`config.mk`:
```
export PLATFORM = sky130hd
export DESIGN_NAME = shift_pipe
export DESIGN_NICKNAME = d
export VERILOG_FILES = /design/src/rtl/shift_pkg.sv /design/src/rtl/shift_pipe_level.sv /design/src/rtl/shift_pipe.sv
export SDC_FILE = /design/constraint.sdc
export NUM_CORES = 1
export LEC_CHECK = 0
export CAP_MARGIN = 40
export CORE_MARGIN = 5
export CORE_UTILIZATION = 57
export DETAILED_ROUTE_END_ITERATION = 8
export PLACE_DENSITY = 0.81
export SKIP_LAST_GASP = 1
export SYNTH_ARGS = -nofsm -noshare
export SYNTH_HDL_FRONTEND = slang
export SYNTH_SLANG_ARGS = --single-unit
```
`constraint.sdc`:
```
create_clock -name clk -period 2.4 [get_ports clk]
set_clock_uncertainty 0.2 [all_clocks]
set_input_delay 0.36 -clock clk [delete_from_list [all_inputs] [get_ports clk]]
set_output_delay 0.36 -clock clk [all_outputs]
set_load 0.005 [all_outputs]
```
`src/rtl/shift_pkg.sv`:
```
// -----------------------------------------------------------------------------
// shift_pkg
// Shared definitions for the shift_pipe barrel shifter:
//   - shift_mode_t   : 3-bit operation code
//   - SHIFT_*        : operation code constants (codes 5..7 are reserved and
//                      pass the operand through unchanged)
//   - shift_amnt_w   : width of the shift-amount field for a given data width
//   - stage_of       : which pipeline stage a shift level belongs to
//   - last_level     : highest shift level placed in a given stage
// -----------------------------------------------------------------------------
package shift_pkg;

  typedef logic [2:0] shift_mode_t;

  localparam shift_mode_t SHIFT_SLL = 3'd0;  // logical left, zero fill from LSB
  localparam shift_mode_t SHIFT_SRL = 3'd1;  // logical right, zero fill from MSB
  localparam shift_mode_t SHIFT_SRA = 3'd2;  // arithmetic right, sign fill
  localparam shift_mode_t SHIFT_ROL = 3'd3;  // rotate left
  localparam shift_mode_t SHIFT_ROR = 3'd4;  // rotate right

  function automatic int shift_amnt_w(input int width);
    return $clog2(width);
  endfunction

  // Level k lives in stage floor(k * stages / levels). With stages <= levels
  // the mapping is monotonic and covers every stage at least once.
  function automatic int stage_of(input int level, input int stages, input int levels);
    return (level * stages) / levels;
  endfunction

  function automatic int last_level(input int stage, input int stages, input int levels);
    int last;
    last = 0;
    for (int k = 0; k < levels; k++) begin
      if (stage_of(k, stages, levels) == stage) last = k;
    end
    return last;
  endfunction

endpackage

```
`src/rtl/shift_pipe_level.sv`:
```
// -----------------------------------------------------------------------------
// shift_level
// One combinational level of the barrel shifter. When enabled it moves the
// word by exactly DIST bit positions in the direction and with the fill the
// mode selects. Reserved modes, and a disabled level, pass data through.
//
// Parameters:
//   WIDTH  data width
//   DIST   shift distance of this level (a power of two, < WIDTH)
// Ports:
//   i_data  operand / partial result from the previous level
//   i_en    amount bit for this level
//   i_mode  operation code (shift_mode_t)
//   i_sign  sign bit captured when the request was accepted (SRA fill)
//   o_data  partial result
// -----------------------------------------------------------------------------
module shift_level
  import shift_pkg::*;
#(
  parameter int WIDTH = 16,
  parameter int DIST  = 1
) (
  input  logic [WIDTH-1:0] i_data,
  input  logic             i_en,
  input  shift_mode_t      i_mode,
  input  logic             i_sign,
  output logic [WIDTH-1:0] o_data
);

  always_comb begin
    // NOTE: o_data gets a value before any branch so no path leaves it
    // unassigned; without this default the block would infer a latch.
    o_data = i_data;
    if (i_en) begin
      case (i_mode)
        SHIFT_SLL: o_data = {i_data[WIDTH-DIST-1:0], {DIST{1'b0}}};
        SHIFT_SRL: o_data = {{DIST{1'b0}}, i_data[WIDTH-1:DIST]};
        // Fill comes from the carried sign, never from partial data: after an
        // earlier level the MSB of the partial word is already a fill bit.
        SHIFT_SRA: o_data = {{DIST{i_sign}}, i_data[WIDTH-1:DIST]};
        SHIFT_ROL: o_data = {i_data[WIDTH-DIST-1:0], i_data[WIDTH-1:WIDTH-DIST]};
        SHIFT_ROR: o_data = {i_data[DIST-1:0], i_data[WIDTH-1:DIST]};
        default:   o_data = i_data;
      endcase
    end
  end

endmodule

```
`src/rtl/shift_pipe.sv`:
```
// -----------------------------------------------------------------------------
// shift_pipe
// Pipelined multi-mode barrel shifter (SLL, SRL, SRA, ROL, ROR) for the
// execute stage. The $clog2(WIDTH) shift levels are spread over STAGES
// register stages; latency equals STAGES, throughput is one result per cycle.
// The whole pipe advances as one unit: when the consumer stalls a valid
// result, every stage holds, bubbles included.
//
// Parameters:
//   WIDTH   data width, power of two, 4..64
//   STAGES  register stages, 1..$clog2(WIDTH)
// Ports:
//   clk        clock, rising edge
//   rst_n      asynchronous active-low reset
//   in_valid   request present
//   in_ready   request accepted when in_valid && in_ready
//   in_data    operand
//   in_amnt    shift distance, unsigned
//   in_mode    operation code (shift_pkg constants, 5..7 pass-through)
//   out_valid  result present
//   out_ready  consumer accepts result
//   out_data   result
// Optional (macro SHIFT_PIPE_FLAGS_EN):
//   out_zero   1 iff out_data == 0
//   out_neg    out_data[WIDTH-1]
// -----------------------------------------------------------------------------
module shift_pipe
  import shift_pkg::*;
#(
  parameter int WIDTH  = 16,
  parameter int STAGES = 2
) (
  input  logic                           clk,
  input  logic                           rst_n,
  input  logic                           in_valid,
  output logic                           in_ready,
  input  logic [WIDTH-1:0]               in_data,
  input  logic [shift_amnt_w(WIDTH)-1:0] in_amnt,
  input  shift_mode_t                    in_mode,
  output logic                           out_valid,
  input  logic                           out_ready,
  output logic [WIDTH-1:0]               out_data
`ifdef SHIFT_PIPE_FLAGS_EN
  ,
  output logic                           out_zero,
  output logic                           out_neg
`endif
);

  localparam int AMNT_W = shift_amnt_w(WIDTH);
  localparam int LEVELS = AMNT_W;

  // Everything a request carries between stages. The amount travels whole;
  // each stage only consumes the bits of the levels it owns.
  typedef struct packed {
    logic              valid;
    shift_mode_t       mode;
    logic              sign;
    logic [AMNT_W-1:0] amnt;
    logic [WIDTH-1:0]  data;
  } stage_t;

  stage_t           r_stage   [STAGES];  // stage output registers
  stage_t           w_src     [STAGES];  // what feeds the levels of each stage
  stage_t           w_next    [STAGES];  // next value of each stage register
  logic [WIDTH-1:0] w_lvl_out [LEVELS];  // output of each shift level
  logic             w_advance;

  // The pipe moves whenever the final register is empty or being drained.
  assign w_advance = out_ready || !r_stage[STAGES-1].valid;
  assign in_ready  = w_advance;

  // Stage 0 is fed from the input port; the sign is sampled here once and
  // carried with the request.
  assign w_src[0] = '{valid: in_valid,
                      mode:  in_mode,
                      sign:  in_data[WIDTH-1],
                      amnt:  in_amnt,
                      data:  in_data};

  for (genvar s = 1; s < STAGES; s++) begin : g_src
    assign w_src[s] = r_stage[s-1];
  end

  // Shift levels. The first level of a stage reads its stage's source
  // register; every other level chains off the level before it.
  for (genvar k = 0; k < LEVELS; k++) begin : g_level
    localparam int  ST    = stage_of(k, STAGES, LEVELS);
    localparam bit  FIRST = (k == 0) || (stage_of(k - 1, STAGES, LEVELS) != ST);

    logic [WIDTH-1:0] w_in;

    if (FIRST) begin : g_first
      assign w_in = w_src[ST].data;
    end else begin : g_chain
      assign w_in = w_lvl_out[k-1];
    end

    shift_level #(
      .WIDTH (WIDTH),
      .DIST  (1 << k)
    ) u_level (
      .i_data (w_in),
      .i_en   (w_src[ST].amnt[k]),
      .i_mode (w_src[ST].mode),
      .i_sign (w_src[ST].sign),
      .o_data (w_lvl_out[k])
    );
  end

  // Each stage register captures the control fields it was fed plus the data
  // leaving the last level it owns.
  for (genvar s = 0; s < STAGES; s++) begin : g_next
    localparam int LAST = last_level(s, STAGES, LEVELS);

    assign w_next[s] = '{valid: w_src[s].valid,
                         mode:  w_src[s].mode,
                         sign:  w_src[s].sign,
                         amnt:  w_src[s].amnt,
                         data:  w_lvl_out[LAST]};
  end

  // NOTE: the stage registers form a small array but are reset anyway:
  // in-flight requests must be discarded and out_data must read 0 in reset.
  always_ff @(posedge clk or negedge rst_n) begin
    if (!rst_n) begin
      for (int s = 0; s < STAGES; s++) begin
        r_stage[s] <= '0;
      end
    end else if (w_advance) begin
      for (int s = 0; s < STAGES; s++) begin
        // NOTE: non-blocking so every stage loads its predecessor's old
        // value; blocking would push one request through all stages at once.
        r_stage[s] <= w_next[s];
      end
    end
  end

  assign out_valid = r_stage[STAGES-1].valid;
  assign out_data  = r_stage[STAGES-1].data;

`ifdef SHIFT_PIPE_FLAGS_EN
  // Flags follow the final register, so they are stable with out_data and
  // out_zero reads 1 while the pipe is in reset.
  assign out_zero = (r_stage[STAGES-1].data == '0);
  assign out_neg  = r_stage[STAGES-1].data[WIDTH-1];
`endif

endmodule

```
# Word level (Yosys, flattened, before mapping)
# Cells that the tools add are included.
# Widths: inputs -> output; s select.
[word_totals] ff_bits=42 in_bits=27 output_inout_bits=18 wordCells=28
[op_classes] eq_ne=8 n_mux=8 reduce_logical=5
[op_table] cell="$pmux 16 s5" n=3
[op_table] cell="$mux 16" n=4
[op_table] cell="$pmux 16 s4" n=1
[op_table] cell="$eq 3x2->1 const B" n=4
[op_table] cell="$eq 3x1->1 const B" n=2
[op_table] cell="$eq 3x3->1 const B" n=2
[op_table] cell="$logic_not 3->1" n=2
[op_table] cell="$reduce_or 2->1" n=1
[op_table] cell="$logic_not 1->1" n=1
[op_table] cell="$logic_or 1x1->1" n=1

# Depth between registers and ports, before layout
[logic_depth] ltp_word=5 ltp_mapped=8 mapped_depth_nobuf=6

# Hierarchy
# Synthesis repeated with hierarchy kept, for this count alone.
[unflattened] hier_cells=394 hier_area_um2=3860.0
[modules_own_cells] module="shift_pipe" instances=1 cells_per_inst=102 area_each_um2=1814.2 seq_area_each_um2=1001.0
[modules_own_cells] module="shift_level at g_level[2].u_level" instances=1 cells_per_inst=86 area_each_um2=689.4 seq_area_each_um2=0.0
[modules_own_cells] module="shift_level at g_level[0].u_level" instances=1 cells_per_inst=91 area_each_um2=613.1 seq_area_each_um2=0.0
[modules_own_cells] module="shift_level at g_level[1].u_level" instances=1 cells_per_inst=72 area_each_um2=401.6 seq_area_each_um2=0.0
[modules_own_cells] module="shift_level at g_level[3].u_level" instances=1 cells_per_inst=43 area_each_um2=341.6 seq_area_each_um2=0.0

# Worst setup path before layout
# No wires, ideal clock.
[synth_path] kind="in2reg" start="input in_mode[0]" end="register r_stage, in the netlist g_level[2].w_in[4]" setup_ns=0.148 arrival_time_ns=1.638 required_ns=2.052 slack_ns=0.413 stages=6 n_path_buf=1 path_cell_list="buf_4 xor2_1 mux2_1 a221o_1 a221oi_2 a311oi_1"
[synth_via] elab_chain_cells=5 word_cells_on_any_way=9 classes_between="eq/ne: 4; mux: 4; reduce/logical: 1"
[synth_rtl] element="start: declaration" line_no="shift_pipe.sv:39" source="input shift_mode_t in_mode,"
[synth_rtl] element="$eq 3x3->1 (tied with other cells)" line_no="shift_pipe_level.sv:35" source="case (i_mode)"
[synth_rtl] element="$pmux 16 s5" line_no="shift_pipe_level.sv:35"
[synth_rtl] element="$mux 16" line_no="shift_pipe_level.sv:34" source="if (i_en) begin"
[synth_rtl] element="$pmux 16 s5" line_no="shift_pipe_level.sv:35"
[synth_rtl] element="$mux 16 *" line_no="shift_pipe_level.sv:34"
[synth_rtl] element="end signal: indexed assignment" line_no="shift_pipe.sv:134" source="r_stage[s] <= w_next[s];"
[synth_rtl] element="end: declaration" line_no="shift_pipe.sv:63" source="stage_t r_stage [STAGES];"
# Every way passes the cells marked *; elsewhere a longest branch is shown, timed or not.
# A chain may end at the register's enable or synchronous reset.

# Final worst setup path
[layout_path] start="register r_stage[47] (netlist bit)" end="register r_stage, in the netlist out_data[5]"
[layout_via] elab_chain_cells=5 word_cells_on_any_way=10 classes_between="eq/ne: 4; mux: 4; reduce/logical: 2"
[layout_rtl] element="$eq 3x3->1 (tied with other cells)" line_no="shift_pipe_level.sv:35"
[layout_rtl] element="$pmux 16 s5" line_no="shift_pipe_level.sv:35"
[layout_rtl] element="$mux 16" line_no="shift_pipe_level.sv:34"
[layout_rtl] element="$pmux 16 s4" line_no="shift_pipe_level.sv:35"
[layout_rtl] element="$mux 16 *" line_no="shift_pipe_level.sv:34"
# Marks and branches as above.

==> impl_metrics.toml <==
[worst_setup_path]
cp_data_required_time_ns = 2.43
arrival_ns = 2.27
rrSetupSlack_ns = 0.16
path_class = "register to register"
reg2reg_to = "out_data[5]"
reg2reg_depth = 5
endpoint = "out_data[5]"
start_kind = "register"
cp_max_fo = 17
crit_path_end_kind = "register"
r2r_start = "r_stage[47]"
crit_path_start = "r_stage[47]"

[timing]
setup_viol = 0
fmax_ghz = 0.447
maxSlewViolCount = 0
grt_setup_unrepaired = "false"
fin_crit_ns = 2.24
fin_ws_ns = 0.163
period_share = 0.932
hold_violations = 0
max-slew-margin-rel = 0.538
tightest_slew_ns = 0.693

[layout]
fillers = 535
layout.nets = 566
layout-drive-gt1-share = 0.186
antenna_cells = 0
stdcell_area_um2 = 4510
area_growth_pct = 23.4

[power]
pwr-share-comb = 0.466
irDropWorstVdd_uv = 637
p_int_uw = 1780
powerDensity_nw_per_um2 = 635
swShare = 0.378
pwr-share-seq = 0.365
leakage_uw = 0.00187
clockPowerShare = 0.169
switchingPower_uw = 1080

[outcome]
status = "finished, final reports clean"

[clock_tree]
cts_buffer_depth = 2
cts_inserted_buffers = 5
clk_pin_slew_ns = 0.07
cts_max_level = 2
clockRootBuffer = "clkbuf_8"
clock_latency_ns = 0.30
cts.sinks = 40
cts_tree = "done"
post_cts_buffers = 0

[global_route]
grt_usage = 0.279
grt_max_degree = 22
grt_pass1_wl_um = 19200
first_global_vias = 3961
grt_overflow = 0
antenna_found_initial = 0

[drt]
routed_wl_um = 11600
final_antenna_net_count = 0
drc_errors = 0
dr.pass1.iters = 5
drt_iter0_markers = 303
dr_total_vias = 4070
viasPerCell = 6.61
wl_per_cell_um = 18.8

[synthesis]
yosys_warnings = 0
synth_compound_area_frac = 0.339
ys.flop_type = "dfrtp_1"
synth_top_family_by_area = "compound AO/OA/AOI/OAI gates"
syn-cell-area_um2 = 3660
avgSynthCellArea_um2 = 7.60
postSynthCellCount = 481
ys_async_sr_fraction = 1.00
synth_edf_count = 0
yosysSeqAreaShare = 0.274
synth_seq_cells = 40
synth_fp_nets = 508
synthXorXnorAreaFrac = 0.0168
synth_mux_area_frac = 0.0578
synth_cell_type_count = 64
synth_fa_ha_area_frac = 0
synth_simple_gate_area_frac = 0.215

[hold_path]
hp-start = "r_stage[49]"
hp-class = "register to register"
hold_depth = 1

[floorplan]
pin_count = 45
start_util = 0.579
fp.coreArea_um2 = 6310
die_h_um = 90.1
die_w_um = 90.1
dieArea_um2 = 8120
rows = 29

[place]
dp_hpwl_um = 8890
pre_cts_ws_ns = -0.265
port_buffers = 44
dpl_cell_area_um2 = 4390
gp_congestion = 0.959

[flow_run]
cap_violations = 0
[synthesized netlist by cell type (all sizes together) (10+ instances only)]
cell | count | area share
dfrtp | 40 | 0.27
nand3 | 11 | 0.015
clkbuf | 26 | 0.027
mux2i | 11 | 0.030
a22oi | 15 | 0.031
a21oi | 40 | 0.056
a211oi | 12 | 0.027
buf | 35 | 0.064
a221oi | 10 | 0.029
o22ai | 26 | 0.044
o21ai | 21 | 0.030
nand2 | 81 | 0.083
nor2 | 46 | 0.052
[cell type report]
class,instances,area [um2],area share
Tap cell,77,96.3,0.0213
Inverter,7,26.3,0.00582
Timing Repair Buffer,112,986,0.218
Multi-Input combinational cell,373,2310,0.511
Sequential cell,40,1000,0.222
Clock buffer,7,96.3,0.0213
[flip-flops by register name (all words and copies together) (netlist names)]
signal and flops:
out_data 16, g_level.w_in 16, r_stage 7, out_valid 1
[routing by layer]
layer | vias to the layer above | global-route usage | share of wire
met5 | - | 0 | 0
met4 | 0 | 0.125 | 0.033
met3 | 42 | 0.0392 | 0.073
met2 | 237 | 0.485 | 0.49
met1 | 1895 | 0.340 | 0.40
li1 | 1896 | - | -
[kinds of logic (layout without fill, tap and decap cells)]
kind of cell | after synthesis | count (layout)
and+or+nand+nor | 170 | 170
muxes | 20 | 20
AOI/OAI and AO/OA | 179 | 179
xor gates and xnor gates | 4 | 4
DFF | 40 | 40
buffers and inverters | 68 | 126
[cell usage in the layout, fill, tap and decap left out, types with 6 or more instances in the layout]
cell type	netlist	final
a211oi_1	10	10
a21oi_1	39	39
a221oi_1	7	7
a22oi_1	15	15
a31oi_1	9	9
buf_4	18	65
clkbuf_8	0	7
clkdlybuf4s50_1	0	41
dfrtp_1	40	40
mux2_2	8	8
mux2i_1	11	11
nand2_1	81	81
nand2b_1	6	6
nand3_1	11	11
nor2_1	43	43
o21ai_0	18	18
o22ai_1	26	26
[stage by stage]
stage	hold WS, ns	std cells	power [uW]	utilization	TNS (ns)
after floorplan	-0.136	481	1890	-	0
after global placement	0.243	607	2320	0.691	-2.02
after detailed placement	0.155	608	2360	0.696	-2.52
after CTS	0.260	616	2850	0.712	0
after global routing	0.282	616	3050	0.715	0
final	0.263	616	2870	0.715	0
[worst max-delay path, cell delays in order (launching register included)]
cell and delay [ns]:
dfrtp_1 0.73, o21ai_1 0.11, buf_4 0.20, a21oi_1 0.58
a22oi_1 0.23, nand2_1 0.12
[power groups by stage]
stage          combinational, uW  sequential, uW  clock, uW
2_1_floorplan                926             967          0
3_3_place_gp                1270            1040          0
3_5_place_dp                1310            1050          0
4_1_cts                     1320            1040        487
5_1_grt                     1450            1070        522
6_report                    1330            1050        484
[what timing repair did]
action / 4_1_cts / 5_1_grt
hold buffers: 1 / 0
setup endpoints to repair: 0 / 7
gates resized for setup: 0 / 5
hold endpoints to repair: 20 / 0
[worst min-delay path by stage]
stage | slack (ns) | end
floorplan | -0.14 | g_level[2].w_in[0]
global placement | 0.24 | r_stage[49]
detailed placement | 0.15 | out_data[4]
CTS | 0.26 | out_valid
global route | 0.28 | r_stage[49]
finish | 0.26 | out_valid
Note: power is estimated with default switching activity, not from simulation.
